--- config.mk ---
export PLATFORM = sky130hd
export DESIGN_NAME = fill_span_engine_flat
export DESIGN_NICKNAME = d
export VERILOG_FILES = /design/src/rtl/fill_span_engine_pkg.sv /design/src/rtl/fill_span_engine_if.sv /design/src/rtl/fill_span_engine_x_counter.sv /design/src/rtl/fill_span_engine.sv /design/src/flat_wrapper.sv
export SDC_FILE = /design/constraint.sdc
export NUM_CORES = 1
export LEC_CHECK = 0
export CELL_PAD_IN_SITES_DETAIL_PLACEMENT = 1
export CELL_PAD_IN_SITES_GLOBAL_PLACEMENT = 1
export CORE_ASPECT_RATIO = 1.75
export CORE_UTILIZATION = 25
export CTS_CLUSTER_SIZE = 8
export DETAILED_ROUTE_END_ITERATION = 8
export PLACE_DENSITY = 0.64
export SLEW_MARGIN = 20
export SYNTH_ARGS = -nofsm -noshare
export SYNTH_HDL_FRONTEND = slang
export SYNTH_SLANG_ARGS = --single-unit
--- constraint.sdc ---
create_clock -name clk -period 2.2 [get_ports clk]
set_input_delay 0.22 -clock clk [delete_from_list [all_inputs] [get_ports clk]]
set_output_delay 0.22 -clock clk [all_outputs]
set_load 0.01 [all_outputs]
--- src/rtl/fill_span_engine_pkg.sv ---
// ============================================================================
// Module      : fill_pkg
// Description : Shared fill types and default raster constants for the
//               fill controller and span engine.
// Revision    : 1.0 - initial release
// ============================================================================
`default_nettype none

package fill_pkg;

    localparam int c_h_res = 640;
    localparam int c_v_res = 480;

    typedef enum logic [1:0] {
        ST_IDLE  = 2'd0,
        ST_WRITE = 2'd1,
        ST_DONE  = 2'd2
    } fill_state_t;

endpackage

`default_nettype wire

--- src/rtl/fill_span_engine_if.sv ---
// ============================================================================
// Module      : fill_span_engine_if
// Description : Fill handshake and frame-buffer write port bundle.
// Revision    : 1.0 - initial release
// ============================================================================
`default_nettype none

interface fill_span_engine_if #(
    parameter int X_W     = 10,
    parameter int Y_W     = 9,
    parameter int COLOR_W = 8
);
    logic               row_start;
    logic [Y_W-1:0]     y_top;
    logic [Y_W-1:0]     y_bot;
    logic               fill_start;
    logic [X_W-1:0]     x_a;
    logic [X_W-1:0]     x_b;
    logic [COLOR_W-1:0] color;
    logic               wr_ready;
    logic               wr_valid;
    logic [X_W-1:0]     pix_x;
    logic [Y_W-1:0]     pix_y;
    logic [COLOR_W-1:0] pix_color;
    logic [Y_W-1:0]     cur_y;
    logic               fill_done;
    logic               all_finish;

    // Environment side: fill controller plus frame-buffer arbiter.
    modport master (
        output row_start, y_top, y_bot, fill_start, x_a, x_b, color, wr_ready,
        input  wr_valid, pix_x, pix_y, pix_color, cur_y, fill_done, all_finish
    );

    modport slave (
        input  row_start, y_top, y_bot, fill_start, x_a, x_b, color, wr_ready,
        output wr_valid, pix_x, pix_y, pix_color, cur_y, fill_done, all_finish
    );
endinterface

`default_nettype wire

--- src/rtl/fill_span_engine_x_counter.sv ---
// ============================================================================
// Module      : fill_x_counter
// Description : Loadable span x counter with terminal compare against xr.
// Revision    : 1.0 - initial release
// ============================================================================
`default_nettype none

module fill_x_counter #(
    parameter int X_W = 10
) (
    input  wire logic           clk,
    input  wire logic           rst,
    input  wire logic           i_load,
    input  wire logic [X_W-1:0] i_xl,
    input  wire logic [X_W-1:0] i_xr,
    input  wire logic           i_en,
    output logic      [X_W-1:0] o_x,
    output logic                o_last
);

    logic [X_W-1:0] r_x;
    logic [X_W-1:0] r_xr;

    always_ff @(posedge clk) begin
        if (rst) begin
            r_x  <= '0;
            r_xr <= '0;
        end else if (i_load) begin
            r_x  <= i_xl;
            r_xr <= i_xr;
        end else if (i_en) begin
            r_x  <= r_x + X_W'(1);
        end
    end

    assign o_x    = r_x;
    assign o_last = (r_x == r_xr);

endmodule

`default_nettype wire

--- src/rtl/fill_span_engine.sv ---
// ============================================================================
// Module      : fill_span_engine
// Description : Responder side of the polygon fill handshake; streams one
//               pixel write per x of the current row's span.
// Revision    : 1.0 - initial release
// ============================================================================
`default_nettype none

module fill_span_engine
    import fill_pkg::*;
#(
    parameter int H_RES   = c_h_res,
    parameter int X_W     = 10,
    parameter int Y_W     = 9,
    parameter int COLOR_W = 8
) (
    input  wire logic         clk,
    input  wire logic         rst,
    fill_span_engine_if.slave bus
);

    localparam logic [X_W-1:0] c_x_max = X_W'(H_RES - 1);

    fill_state_t        r_state;
    logic               r_wr_valid;
    logic [Y_W-1:0]     r_pix_y;
    logic [COLOR_W-1:0] r_pix_color;
    logic [Y_W-1:0]     r_cur_y;
    logic [Y_W-1:0]     r_y_end;
    logic               r_fill_done;
    logic               r_all_finish;

    logic [X_W-1:0]     w_xl;
    logic [X_W-1:0]     w_xhi;
    logic [X_W-1:0]     w_xr;
    logic               w_empty;
    logic [Y_W-1:0]     w_y_lo;
    logic [Y_W-1:0]     w_y_hi;
    logic               w_accept_fill;
    logic               w_load;
    logic               w_inc;
    logic [X_W-1:0]     w_x;
    logic               w_last;

    assign w_xl    = (bus.x_a < bus.x_b) ? bus.x_a : bus.x_b;
    assign w_xhi   = (bus.x_a < bus.x_b) ? bus.x_b : bus.x_a;
    assign w_xr    = (w_xhi > c_x_max) ? c_x_max : w_xhi;
    assign w_empty = (w_xl > c_x_max);
    assign w_y_lo  = (bus.y_top < bus.y_bot) ? bus.y_top : bus.y_bot;
    assign w_y_hi  = (bus.y_top < bus.y_bot) ? bus.y_bot : bus.y_top;

    // row_start has priority, so a simultaneous fill_start is dropped.
    assign w_accept_fill = (r_state == ST_IDLE) && !bus.row_start && bus.fill_start;
    assign w_load        = w_accept_fill && !w_empty;
    assign w_inc         = (r_state == ST_WRITE) && bus.wr_ready && !w_last;

    fill_x_counter #(
        .X_W (X_W)
    ) u_x_counter (
        .clk    (clk),
        .rst    (rst),
        .i_load (w_load),
        .i_xl   (w_xl),
        .i_xr   (w_xr),
        .i_en   (w_inc),
        .o_x    (w_x),
        .o_last (w_last)
    );

    always_ff @(posedge clk) begin
        if (rst) begin
            r_state      <= ST_IDLE;
            r_wr_valid   <= 1'b0;
            r_pix_y      <= '0;
            r_pix_color  <= '0;
            r_cur_y      <= '0;
            r_y_end      <= '0;
            r_fill_done  <= 1'b0;
            r_all_finish <= 1'b0;
        end else begin
            case (r_state)
                ST_IDLE: begin
                    r_fill_done <= 1'b0;
                    if (bus.row_start) begin
                        r_cur_y      <= w_y_lo;
                        r_y_end      <= w_y_hi;
                        r_all_finish <= 1'b0;
                    end else if (w_accept_fill) begin
                        r_pix_color <= bus.color;
                        if (w_empty) begin
                            r_fill_done <= 1'b1;
                            r_state     <= ST_DONE;
                        end else begin
                            r_wr_valid <= 1'b1;
                            r_pix_y    <= r_cur_y;
                            r_state    <= ST_WRITE;
                        end
                    end
                end
                ST_WRITE: begin
                    if (bus.wr_ready && w_last) begin
                        r_wr_valid  <= 1'b0;
                        r_fill_done <= 1'b1;
                        r_state     <= ST_DONE;
                    end
                end
                ST_DONE: begin
                    r_fill_done <= 1'b0;
                    r_state     <= ST_IDLE;
                    // The last row is held so cur_y can never run past y_end.
                    if (r_cur_y == r_y_end) begin
                        r_all_finish <= 1'b1;
                    end else begin
                        r_cur_y <= r_cur_y + Y_W'(1);
                    end
                end
                default: begin
                    r_wr_valid  <= 1'b0;
                    r_fill_done <= 1'b0;
                    r_state     <= ST_IDLE;
                end
            endcase
        end
    end

    assign bus.wr_valid   = r_wr_valid;
    assign bus.pix_x      = w_x;
    assign bus.pix_y      = r_pix_y;
    assign bus.pix_color  = r_pix_color;
    assign bus.cur_y      = r_cur_y;
    assign bus.fill_done  = r_fill_done;
    assign bus.all_finish = r_all_finish;

endmodule

`default_nettype wire
--- src/flat_wrapper.sv ---
// flat-port wrapper written by rule: the top's interface ports become plain ports
module fill_span_engine_flat import fill_pkg::*;
#(
    parameter int H_RES   = c_h_res,
    parameter int X_W     = 10,
    parameter int Y_W     = 9,
    parameter int COLOR_W = 8
)
  (clk, rst, bus_row_start, bus_y_top, bus_y_bot, bus_fill_start, bus_x_a, bus_x_b, bus_color, bus_wr_ready, bus_wr_valid, bus_pix_x, bus_pix_y, bus_pix_color, bus_cur_y, bus_fill_done, bus_all_finish);
  fill_span_engine_if #(.X_W(X_W), .Y_W(Y_W), .COLOR_W(COLOR_W)) bus_i ();
  input  wire logic clk;
  input  wire logic rst;
  input wire logic [$bits(bus_i.row_start)-1:0] bus_row_start;
  input wire logic [$bits(bus_i.y_top)-1:0] bus_y_top;
  input wire logic [$bits(bus_i.y_bot)-1:0] bus_y_bot;
  input wire logic [$bits(bus_i.fill_start)-1:0] bus_fill_start;
  input wire logic [$bits(bus_i.x_a)-1:0] bus_x_a;
  input wire logic [$bits(bus_i.x_b)-1:0] bus_x_b;
  input wire logic [$bits(bus_i.color)-1:0] bus_color;
  input wire logic [$bits(bus_i.wr_ready)-1:0] bus_wr_ready;
  output wire logic [$bits(bus_i.wr_valid)-1:0] bus_wr_valid;
  output wire logic [$bits(bus_i.pix_x)-1:0] bus_pix_x;
  output wire logic [$bits(bus_i.pix_y)-1:0] bus_pix_y;
  output wire logic [$bits(bus_i.pix_color)-1:0] bus_pix_color;
  output wire logic [$bits(bus_i.cur_y)-1:0] bus_cur_y;
  output wire logic [$bits(bus_i.fill_done)-1:0] bus_fill_done;
  output wire logic [$bits(bus_i.all_finish)-1:0] bus_all_finish;
  assign bus_i.row_start = bus_row_start;
  assign bus_i.y_top = bus_y_top;
  assign bus_i.y_bot = bus_y_bot;
  assign bus_i.fill_start = bus_fill_start;
  assign bus_i.x_a = bus_x_a;
  assign bus_i.x_b = bus_x_b;
  assign bus_i.color = bus_color;
  assign bus_i.wr_ready = bus_wr_ready;
  assign bus_wr_valid = bus_i.wr_valid;
  assign bus_pix_x = bus_i.pix_x;
  assign bus_pix_y = bus_i.pix_y;
  assign bus_pix_color = bus_i.pix_color;
  assign bus_cur_y = bus_i.cur_y;
  assign bus_fill_done = bus_i.fill_done;
  assign bus_all_finish = bus_i.all_finish;
  fill_span_engine #(.H_RES(H_RES), .X_W(X_W), .Y_W(Y_W), .COLOR_W(COLOR_W)) u_core (.clk(clk), .rst(rst), .bus(bus_i));
endmodule
# ---- Word level (Yosys, flattened, before mapping)
# Index checks and enable logic that the tools add are counted.
dict set report word_totals {
  register_bits 60
  input_bits 51
  elab_cells 77
}
dict set report op_classes {
  n_addsub 2
  order_cmp 4
  n_eq_ne 11
  mux 28
  bitwise 3
  n_reduce_logical 19
}
# op n
set op_table {}
lappend op_table {{$mux W10} 5}
lappend op_table {{$mux W9} 4}
lappend op_table {{$gt A10 B10 Y1 const B} 2}
lappend op_table {{$pmux W9 S2} 1}
lappend op_table {{$reduce_and A3 Y1} 4}
lappend op_table {{$add A10 B1 Y10 const B} 1}
lappend op_table {{$eq A10 B10 Y1} 1}
lappend op_table {{$lt A10 B10 Y1} 1}
lappend op_table {{$mux W1} 10}
lappend op_table {{$ne A2 B2 Y1 const B} 5}
lappend op_table {{$add A9 B1 Y9 const B} 1}
lappend op_table {{$eq A9 B9 Y1} 1}
lappend op_table {{$lt A9 B9 Y1} 1}
lappend op_table {{$mux W2} 4}
lappend op_table {{$logic_and A1 B1 Y1} 6}
lappend op_table {{$reduce_and A5 Y1} 1}
lappend op_table {{$ne A2 B1 Y1 const B} 2}
lappend op_table {{$pmux W1 S2} 2}
lappend op_table {{$pmux W2 S2} 1}
lappend op_table {{$reduce_and A4 Y1} 1}
lappend op_table {{$reduce_bool A2 Y1} 2}
lappend op_table {{$logic_not A1 Y1} 3}
lappend op_table {{$not A1 Y1} 3}
lappend op_table {{$pmux W1 S3} 1}
lappend op_table {{other kinds (4)} 4}

# ---- Depth between registers and ports, before layout
dict set report logic_depth {
  ltp_word 7
  depth_mapped 9
  ltp_nobuf 8
}

# ---- Hierarchy
# A second synthesis with hierarchy kept.
dict set report hier_totals {
  hier_cells 457
  hier_area_um2 3751.1
}
# module n_inst cells_each area_each_um2 seq_area_each_um2
set by_module_without_submodules {}
lappend by_module_without_submodules {fill_span_engine 1 342 2721.4 800.8}
lappend by_module_without_submodules {fill_x_counter 1 115 1029.7 400.4}

# ---- Least setup slack after synthesis
# Ideal clock, no wire load.
dict set report synth_timing {
  path_type {input to register}
  start {input port bus_x_b[4]}
  end {register u_core.u_x_counter.r_xr[7]}
  setup_time_ns 0.078
  t_arrival_ns 2.150
  setup_slack_ns -0.028
  path_stages 9
  path_buffers 1
  path_cell_list {inv_1 ha_1 a41oi_1 nor2_1 a211oi_4 mux2i_1 buf_2 nor2_1 nor3_1}
}
dict set report synth_between {
  elab_chain_len 5
}
# item line_no
set synth_rtl {}
lappend synth_rtl {{start, declared} flat_wrapper.sv:18} ;# input wire logic [$bits(bus_i.x_b)-1:0] bus_x_b;
lappend synth_rtl {{$lt A10 B10 Y1} {fill_span_engine.sv:45, fill_span_engine.sv:46}}
lappend synth_rtl {{$mux W10} fill_span_engine.sv:45} ;# assign w_xl = (bus.x_a < bus.x_b) ? bus.x_a : bus.x_b;
lappend synth_rtl {{$gt A10 B10 Y1} fill_span_engine.sv:48} ;# assign w_empty = (w_xl > c_x_max);
lappend synth_rtl {{$logic_not A1 Y1} fill_span_engine.sv:54} ;# assign w_load = w_accept_fill && !w_empty;
lappend synth_rtl {{$logic_and A1 B1 Y1} fill_span_engine.sv:54}
lappend synth_rtl {{end signal, assigned} fill_span_engine_x_counter.sv:30} ;# r_xr <= i_xr;
lappend synth_rtl {{end, declared} fill_span_engine_x_counter.sv:22} ;# logic [X_W-1:0] r_xr;
# Parallel ways exist; a longest one is shown, timed or not.
# A chain may end at the register's enable or synchronous reset.

# ---- Worst setup path in the final report
dict set report layout_timing {
  start {input port bus_y_top[4]}
  end {register u_core.r_cur_y[8] (netlist: u_core.bus.cur_y[8])}
}
dict set report layout_between {
  elab_chain_len 4
}
# item line_no
set layout_rtl {}
lappend layout_rtl {{start, declared} flat_wrapper.sv:14} ;# input wire logic [$bits(bus_i.y_top)-1:0] bus_y_top;
lappend layout_rtl {{$lt A9 B9 Y1} fill_span_engine.sv:49} ;# assign w_y_lo = (bus.y_top < bus.y_bot) ? bus.y_top : bus.y_bot;
lappend layout_rtl {{$mux W9} fill_span_engine.sv:49}
lappend layout_rtl {{$mux W9} fill_span_engine.sv:84} ;# if (bus.row_start) begin
lappend layout_rtl {{$pmux W9 S2} fill_span_engine.sv:81} ;# case (r_state)
lappend layout_rtl {{end signal, assigned} fill_span_engine.sv:85} ;# r_cur_y <= w_y_lo;
lappend layout_rtl {{end signal, assigned} fill_span_engine.sv:114} ;# r_cur_y <= r_cur_y + Y_W'(1);
lappend layout_rtl {{end, declared} fill_span_engine.sv:28} ;# logic [Y_W-1:0] r_cur_y;
# Every way passes these cells. The select of a mux whose other input is x is not followed.

==> metrics.md <==
| Metric | Value |
|---|---|
| Status | `finished clean` |
| Max-Cap Viols | `0` |
| Initial antenna violation count | `0` |
| Leak | `2.64 nW` |
| Register-to-register setup slack | `0.14 ns` |
| Area of the core | `0.0143 mm^2` |
| Drt first pass iters | `5` |
| Max-slew violation count | `0` |
| Final net count | `678` |
| Critical path capture point type | `register` |
| Die span in y | `162 um` |
| CP startpoint kind | `primary input` |
| Pin count of the biggest net entering global routing | `40` |
| PwrDens | `617 mW/mm^2` |
| Row cnt | `58` |
| Final WS setup | `0.0960 ns` |
| Hold Fails Final Rpt | `0` |
| Clock Sinks | `60` |
| P_sw | `1.09 mW` |
| Hold path cells | `2` |
| R2R cell count | `6` |
| RD Place Congestion | `0.859` |
| Top FF cell, synth | `dfxtp_1` |
| Routed len/inst | `17.2 um` |
| FF+latch count, synth | `60` |
| Unrepaired setup endpoints after global routing | `false` |
| Global-route wire length before repair | `21.3 mm` |
| Vias per inst | `5.01` |
| Switching share of power | `29.6%` |
| CP Cell Sequence | `clkdlybuf4s50_1 > ha_1 > a21o_1 > a211oi_2 > o211ai_1 > a21oi_2 > buf_6 > mux2_2 > a41oi_2` |
| 1st-iter DRT viols | `88` |
| Max Root-Sink Buffers | `2` |
| Synth unique cells | `51` |
| Post-synth ARST share | `0%` |
| Worst vdd ir | `0.000308 V` |
| Pre-CTS WS | `-0.574 ns` |
| Grt ovf | `0` |
| Ys Warns | `0` |
| Residual DRC | `0` |
| PortBufs | `89` |
| Post-route ant nets | `0` |
| Total Wirelength | `13.6 mm` |
| Crit-path slowest cell | `clkdlybuf4s50_1` |
| Critical path's top delay family | `compound AO/OA/AOI/OAI gates` |
| Crit path DAT | `2.35 ns` |
| Clk_skew | `0.00601 ns` |
| Seq pwr share | `34.1%` |
| Vias in the first global route | `4377` |
| Combinational share of power | `31.0%` |
| CP Depth | `9` |
| Ant. Diodes | `0` |
| Hold slack | `0.152 ns` |
| Die ar. | `0.0151 mm^2` |
| Fmax | `475 MHz` |
| Leading area contributor after synthesis | `dfxtp_1` |
| Final period util | `95.6%` |
| Post-DP HPWL | `10.5 mm` |
| Worst setup path class | `in -> reg` |
| Worst slew pin tran | `0.464 ns` |
| Syn-to-layout area delta | `63.2%` |
| Synth Area per Inst | `8.23 um^2` |
| Seq/Total Area, Yosys | `32.9%` |
| Power, Total | `3.67 mW` |
| Synth Net Count | `513` |
| Fill count | `1658` |
| Fraction of layout cells with a size suffix above 1 | `25.3%` |
| All-Layer GR Usage | `18.5%` |
| Vias after detailed routing | `3969` |
| Internal power | `2.59 mW` |
| Clock-pin slew on the worst setup and hold paths | `0.05 ns` |
| Crit-path max FO | `3` |
| Die X | `93.3 um` |
| Final min period | `2.10 ns` |
| CTS HTree Levels | `3` |
| Min-delay worst type | `in -> reg` |
| Worst Path Required | `2.45 ns` |
| Total CTS buffers | `9` |
| Initial Utilization | `25.5%` |
| Final setup fails | `0` |
| Clock root cell | `clkbuf_16` |
| Clock network fraction of total power | `34.8%` |
| EDFF count, synth | `0` |
| Slew Limit Headroom | `68.8%` |
| Final std cells w/o fill | `792` |
| Critical path's largest stage delay | `0.43 ns` |
| Worst-Skew Late Latency | `0.33 ns` |
| Mapped Area | `0.00365 mm^2` |
| Fin Setup TNS | `0 ns` |
| I/O pin total | `90` |
| # placed instances | `772` |
| CP Buf/Inv Count | `2` |
| CTS Hold Bufs | `0` |
| Area contributors post-synth | `dfxtp_1 33%, ha_1 6.5%, nand2_1 6.2%` |
| CTS tree | `built` |
| Post-synth top area share | `32.9%` |
| Syn Inst Count | `443` |
==> kinds of logic after synthesis <==
group / Yosys count / share of synthesized area [%]
xor gates and xnor gates: 27 / 6.48
muxes: 35 / 10.3
adders and majority gates: 19 / 6.52
and+or+nand+nor: 146 / 19.0
DFF: 60 / 32.9
buffers and inverters: 45 / 5.18
AOI/OAI and AO/OA: 111 / 19.6
==> layout make-up <==
| class | count | area [um^2] | share of cell area [%] |
|---|---|---|---|
| inverters | 21 | 78.8 | 1.32 |
| flip-flops and latches | 60 | 1200 | 20.2 |
| clock inverters | 2 | 10.0 | 0.168 |
| repair buffers | 178 | 1680 | 28.3 |
| clock buffers | 13 | 260 | 4.37 |
| well taps | 180 | 225 | 3.78 |
| multi-input cells | 338 | 2490 | 41.9 |
==> synth_stat cells (all sizes together) (2+ instances only) <==
master,n
nor3,5
nor2,21
ha,19
buf,11
o21ai,25
a311oi,2
inv,21
nor3b,2
nand2b,8
a211oi,6
nor4,5
a31oi,7
mux2,18
a21o,3
nand4,5
nand2,60
a211o,2
mux2i,17
nand3,19
o211ai,3
or3,2
and3,4
o22ai,10
nor2b,6
and2,3
clkbuf,13
xor2,25
a22oi,5
a21bo,2
xnor2,2
dfxtp,60
a21oi,38
a41oi,3
or4,3
==> worst paths after layout <==
path / start / endpoint
setup / recovery: bus_y_top[4] / u_core.bus.cur_y[8]$_SDFFE_PP0P_
hold / removal: rst / u_core.bus.pix_y[2]$_SDFFE_PP0P_
setup reg to reg: u_core.bus.cur_y[6]$_SDFFE_PP0P_ / u_core.bus.cur_y[5]$_SDFFE_PP0P_
hold reg to reg: u_core.bus.pix_color[5]$_SDFFE_PP0P_ / u_core.bus.pix_color[5]$_SDFFE_PP0P_
==> sequential cells by signal, summed over array words and instances (netlist names), 2 cells and up <==
register	count
u_core.u_x_counter.o_x	10
u_core.u_x_counter.r_xr	10
u_core.bus.cur_y	9
u_core.bus.pix_y	9
u_core.r_y_end	9
u_core.bus.pix_color	8
u_core.r_state	2
==> metrics by stage <==
stage,cell area (um^2),utilization [%]
2_1_floorplan,3650,-
3_3_place_gp,5300,37.1
3_5_place_dp,5300,37.1
4_1_cts,5820,40.7
5_1_grt,5950,41.6
6_report,5950,41.6
==> worst reg2reg max path: cells and delay by family, from the launching register on <==
family | cells | cell delay [ns]
AO/OA/AOI/OAI | 2 | 0.51
XOR/XNOR | 1 | 0.31
flip-flops | 1 | 0.35
AND/OR/NAND/NOR | 3 | 0.81
==> power by group through the flow <==
stage	Combinational (mW)	Sequential, mW	Clock, mW
floorplan	0.481	1.29	0
CTS	1.13	1.25	1.31
global route	1.24	1.26	1.36
detailed placement	1.03	1.28	0
global placement	1.00	1.27	0
finish	1.14	1.25	1.28
==> routing by layer <==
| metal | vias up | GRT usage [%] | share of wire [%] |
|---|---|---|---|
| li1 | 1910 | - | - |
| met3 | 40 | 3.60 | 3.8 |
| met2 | 105 | 36.7 | 57 |
| met1 | 1914 | 16.5 | 34 |
| met4 | 0 | 11.6 | 5.6 |
| met5 | - | 0 | 0 |
==> placed cells by master (no fill, tap or decap), types with 4 or more instances in the layout <==
cell type,count
a211oi_2,4
a21oi_1,34
a21oi_2,4
a22oi_1,5
a31oi_1,5
and3_1,4
buf_12,4
buf_4,79
buf_6,5
clkbuf_16,9
clkdlybuf4s50_1,63
dfxtp_1,60
dlygate4sd2_1,6
dlymetal6s2s_1,19
ha_1,10
ha_4,9
inv_1,14
inv_2,7
mux2_1,7
mux2_2,8
mux2i_1,14
nand2_1,59
nand2b_1,8
nand3_1,19
nand4_1,5
nor2_1,20
nor2b_1,6
nor3_1,4
nor4_1,5
o21ai_0,16
o21ai_1,7
o22ai_1,10
xor2_1,25
==> repair_timing <==
item,in CTS,in global routing
setup endpoints to repair,49,48
gates resized for setup,40,39
pin swaps,16,8
setup buffers,5,0
cloned,2,0
Power figures use the tool's default switching activity.
==> RTL edit 1, RTL diff (config.mk and constraints unchanged) <==
Re-encode `fill_state_t` (3 states) as one-hot, 3 bits wide.
--- a/src/rtl/fill_span_engine_pkg.sv
+++ b/src/rtl/fill_span_engine_pkg.sv
@@ -12,8 +12,8 @@
     localparam int c_v_res = 480;
 
-    typedef enum logic [1:0] {
-        ST_IDLE  = 2'd0,
-        ST_WRITE = 2'd1,
-        ST_DONE  = 2'd2
+    typedef enum logic [2:0] {
+        ST_IDLE  = 3'b001,
+        ST_WRITE = 3'b010,
+        ST_DONE  = 3'b100
     } fill_state_t;
 
Behaviour: same outputs for any inputs over 4 cycles, from zero or initial values and one cycle with rst high; so few cycles prove little.
==> RTL edit 1 against the unedited design <==
  * Total power up 10%
  * Synthesized area up 3.9%
  * Largest cell class unchanged
  * Routed wire length up 17%
  * Cell count up 7.4%
  * Critical path depth down 2
  * Cell area up 13%
  * Sequential cell count up 1
  * Setup slack worse by 0.073 ns
==> RTL edit 1: results (changes against the unedited design) <==
status finished, final reports clean; pre-CTS setup slack -0.567 ns (+0.00647 ns); final hold slack 0.312 ns (+0.160 ns); first-pass GRT wire length 24.0 mm (+12%); clkbuf count 12 (-1); fraction of area in registers 18.1% (-2.0 points); initial DRC count 155 (+76%); CP startpoint u_core.r_state[2]$_SDFFE_PP0P_; FFs & Latches 61 (+1.7%); met2 Use GR 42.1% (+5.4 points); post-route setup slack 0.0231 ns (-0.0729 ns); number of global-route vias before repair 4,725 (+8.0%); delay of the slowest cell on the worst path 0.50 ns (+0.07 ns); Clock Skews 0.00618 ns (+0.000174 ns); VDD IR max 0.277 mV (-10%); largest net degree at the start of global routing 22 (-45%); P_sw 1170 uW (+7.4%); Final Cell Area 6740 sq um (+13%); share of cells above drive strength 1 32.0% (+6.7 points); gpl congestion 0.805 (-6.3%); Overall Global Routing Usage 20.2% (+1.6 points); routed length on met2 9.56 mm (+24%); drt total wl 15.9 mm (+17%); multi-input gate share of total cell area 41.8% (-0.14 points); Least-Margin Pin Slew 0.498 ns (+0.0337 ns); Area after DPL 5560 sq um (+5.0%); Non-CTS buffers 213 (+20%); LEAKAGE 0.00286 uW (+8.0%); # nets final 733 (+8.1%); # Post-CTS Setup Buffers 10 (+5); detailed placer's ending HPWL 11.5 mm (+9.8%); Clock Power 1550 uW (+21%)
-- RTL edit 1: cell count changes in the layout (fill, tap and decap cells not counted), sizes merged, moves of 6 or more --
| cell | change |
|---|---|
| nor4 | +7 |
| o21ai | +11 |
| a21oi | +8 |
| o31ai | +8 |
| clkdlybuf4s50 | +6 |
| xor2 | -11 |
| nor3 | +10 |
| buf | +35 |
| o22ai | -8 |
| nand2 | -26 |
| a211oi | +8 |
| mux2 | -18 |
-- RTL edit 1: through the flow --
stage | power, uW | cells
after global routing | 4230 | 851
after detailed placement | 2290 | 806
after global placement | 2250 | 806
final | 4050 | 851
after CTS | 3980 | 836
after floorplan | 1760 | 472
-- RTL edit 1: kinds of logic after synthesis --
| family | synth area share (%) |
|---|---|
| compound gates | 25.5 |
| simple gates | 19.7 |
| flops | 32.2 |
| buf+inv | 6.67 |
| xor+xnor | 4.85 |
| fa+ha+maj | 6.27 |
| mux | 4.75 |
==> RTL edit 2, RTL diff (config.mk and constraints unchanged) <==
Without the edit above. `COLOR_W` is set to 8 in 3 places; all go to 9.
--- a/src/rtl/fill_span_engine_if.sv
+++ b/src/rtl/fill_span_engine_if.sv
@@ -9,5 +9,5 @@
     parameter int X_W     = 10,
     parameter int Y_W     = 9,
-    parameter int COLOR_W = 8
+    parameter int COLOR_W = 9
 );
     logic               row_start;
--- a/src/rtl/fill_span_engine.sv
+++ b/src/rtl/fill_span_engine.sv
@@ -13,5 +13,5 @@
     parameter int X_W     = 10,
     parameter int Y_W     = 9,
-    parameter int COLOR_W = 8
+    parameter int COLOR_W = 9
 ) (
     input  wire logic         clk,
--- a/src/flat_wrapper.sv
+++ b/src/flat_wrapper.sv
@@ -5,5 +5,5 @@
     parameter int X_W     = 10,
     parameter int Y_W     = 9,
-    parameter int COLOR_W = 8
+    parameter int COLOR_W = 9
 )
   (clk, rst, bus_row_start, bus_y_top, bus_y_bot, bus_fill_start, bus_x_a, bus_x_b, bus_color, bus_wr_ready, bus_wr_valid, bus_pix_x, bus_pix_y, bus_pix_color, bus_cur_y, bus_fill_done, bus_all_finish);
Ports: changed (resized bus_color and bus_pix_color); port bits go from 90 to 92. The function was not compared with the original's and may differ.
==> RTL edit 2 against the unedited design <==
  * Sequential cell count increased by 1
  * Routed wire length increased by 1.6%
  * Combinational power increased by 8%
  * Synthesized cell count increased by 0.23%
  * Synthesized area increased by 3.0%
  * Setup slack improved by 0.014 ns
  * Clock skew increased by 0.0052 ns
  * Critical path depth increased by 2
  * Die area increased by 3.0%
  * Total power increased by 7.9%
  * Cell area unchanged
  * Largest cell class unchanged
==> RTL edit 2: results (changes against the unedited design) <==
status finished, final reports clean; clk cell area share 5.23% (+0.69 points); VDD IR max 0.335 mV (+8.5%); initial DRC count 80 (-9.1%); via count 3,955 (-0.35%); Synth-to-Final Area Change 58.4%; Synth top cells by count dfxtp_1, a21oi_1, nand2_1; Worst Hold Class in2reg; CP startpoint bus_y_bot[5]; ANT cells 0 (unchanged); Slew HR 70.8% (+2.1 points); # nets final 676 (-0.29%); crit path to u_core.bus.cur_y[2]$_SDFFE_PP0P_; Overall Global Routing Usage 18.6% (+0.075 points); flops & latches, synth 61 (+1.7%); wire length per cell 17.5 microns (+1.8%); LEAKAGE 0.00241 uW (-8.8%); drt pass-1 iters 4 (-1); H-tree depth 3 (unchanged); largest net degree at the start of global routing 32 (-20%); clkbuf count 11 (-2); share of cells above drive strength 1 25.9% (+0.57 points); gpl congestion 0.831 (-3.3%); Non-CTS buffers 178 (unchanged); worst r2r src u_core.bus.cur_y[3]$_SDFFE_PP0P_; Die X 94.7 microns (+1.5%); fraction of area in non-clock buffers 27.5% (-0.74 points); detailed placer's ending HPWL 10.5 mm (+0.16%); Yosys cell types 56 (+9.8%); multi-input gates 335 (-0.89%); multi-input gate share of total cell area 41.7% (-0.23 points); delay of the slowest cell on the worst path 0.48 ns (+0.05 ns); final hold slack 0.302 ns (+0.150 ns); register area share after synthesis 32.5% (-0.43 points); RR Endpoint u_core.bus.cur_y[4]$_SDFFE_PP0P_; routed vias/inst 5.01 (-0.10%); Synth Net Count 515 (+0.39%); top post-synthesis cells by area dfxtp_1, mux2i_1, ha_1, a21oi_1, xnor2_1; CP max FO 7 (+4); FF-to-FF path depth 7 (+1); Area after DPL 5380 sq um (+1.4%); number of global-route vias before repair 4,300 (-1.8%); Int Pwr 2760 uW (+6.8%); clk slew on worst S/H paths 0.06 ns; Port-buffer cells 91 (+2.2%); Clock Skews 0.0112 ns (+0.00524 ns); Hold EP u_core.bus.pix_y[5]$_SDFFE_PP0P_; Inverters, non-clock 20 (-4.8%); critical path data arrival time 2.29 ns (-0.06 ns); Post-Synthesis Cells 444 (+0.23%); first-pass GRT wire length 21.7 mm (+1.5%); top_reg_cell synth dfxtp_1; Crit path max-delay family buffers and inverters; dpl cells 764 (-1.0%); fraction of area in registers 20.5% (+0.34 points); FILL cells 1,709 (+3.1%)
[RTL edit 2: cell types whose count changed after synthesis, moves of 8 or more]
cell     unedited run  this run
mux2_1              9         0
nand2_1            60        38
nor2_1             21        31
mux2_2              8         0
xor2_1             25        10
xnor2_1             2        17
o21ai_1             9        20
mux2i_1            17        27
[RTL edit 2: routing by layer]
metal,vias to the layer above,global-route usage [%],share of wire (%)
met4,0,11.7,5.6
met5,-,0,0
met2,99,35.7,56
met3,37,3.10,3.1
met1,1875,17.7,36
li1,1944,-,-
[RTL edit 2: per-stage QoR]
step | setup slack (ns) | setup TNS, ns
detailed placement | -0.684 | -24.52
global placement | -0.643 | -21.22
finish | 0.110 | 0
floorplan | 0.0298 | 0
CTS | 0.0333 | 0
global route | 0.0119 | 0
[RTL edit 2: cell families (layout without fill, tap and decap cells)]
| family | after synthesis | in the layout | synth area share [%] |
|---|---|---|---|
| AO/OA/AOI/OAI | 134 | 134 | 24.0 |
| AND/OR/NAND/NOR | 126 | 126 | 16.9 |
| flip-flops | 61 | 61 | 32.5 |
| buffers and inverters | 48 | 214 | 5.76 |
| multiplexers | 29 | 29 | 8.16 |
| XOR/XNOR | 27 | 27 | 6.29 |
| adder cells (fa/ha/maj) | 19 | 19 | 6.33 |
[RTL edit 2: what timing repair did]
| action | 4_1_cts | 5_1_grt |
|---|---|---|
| endpoints found under the setup margin | 33 | 31 |
| buffers inserted | 7 | 2 |
| gates cloned | 3 | 0 |
| gates resized for setup | 50 | 24 |
| pin swaps | 20 | 11 |
[RTL edit 2: power by group through the flow]
stage | clock [uW] | combinational [uW] | sequential [uW]
after floorplan | 0 | 547 | 1320
after global placement | 0 | 1100 | 1290
after detailed placement | 0 | 1130 | 1290
after CTS | 1490 | 1230 | 1270
after global routing | 1530 | 1330 | 1280
final | 1460 | 1230 | 1270
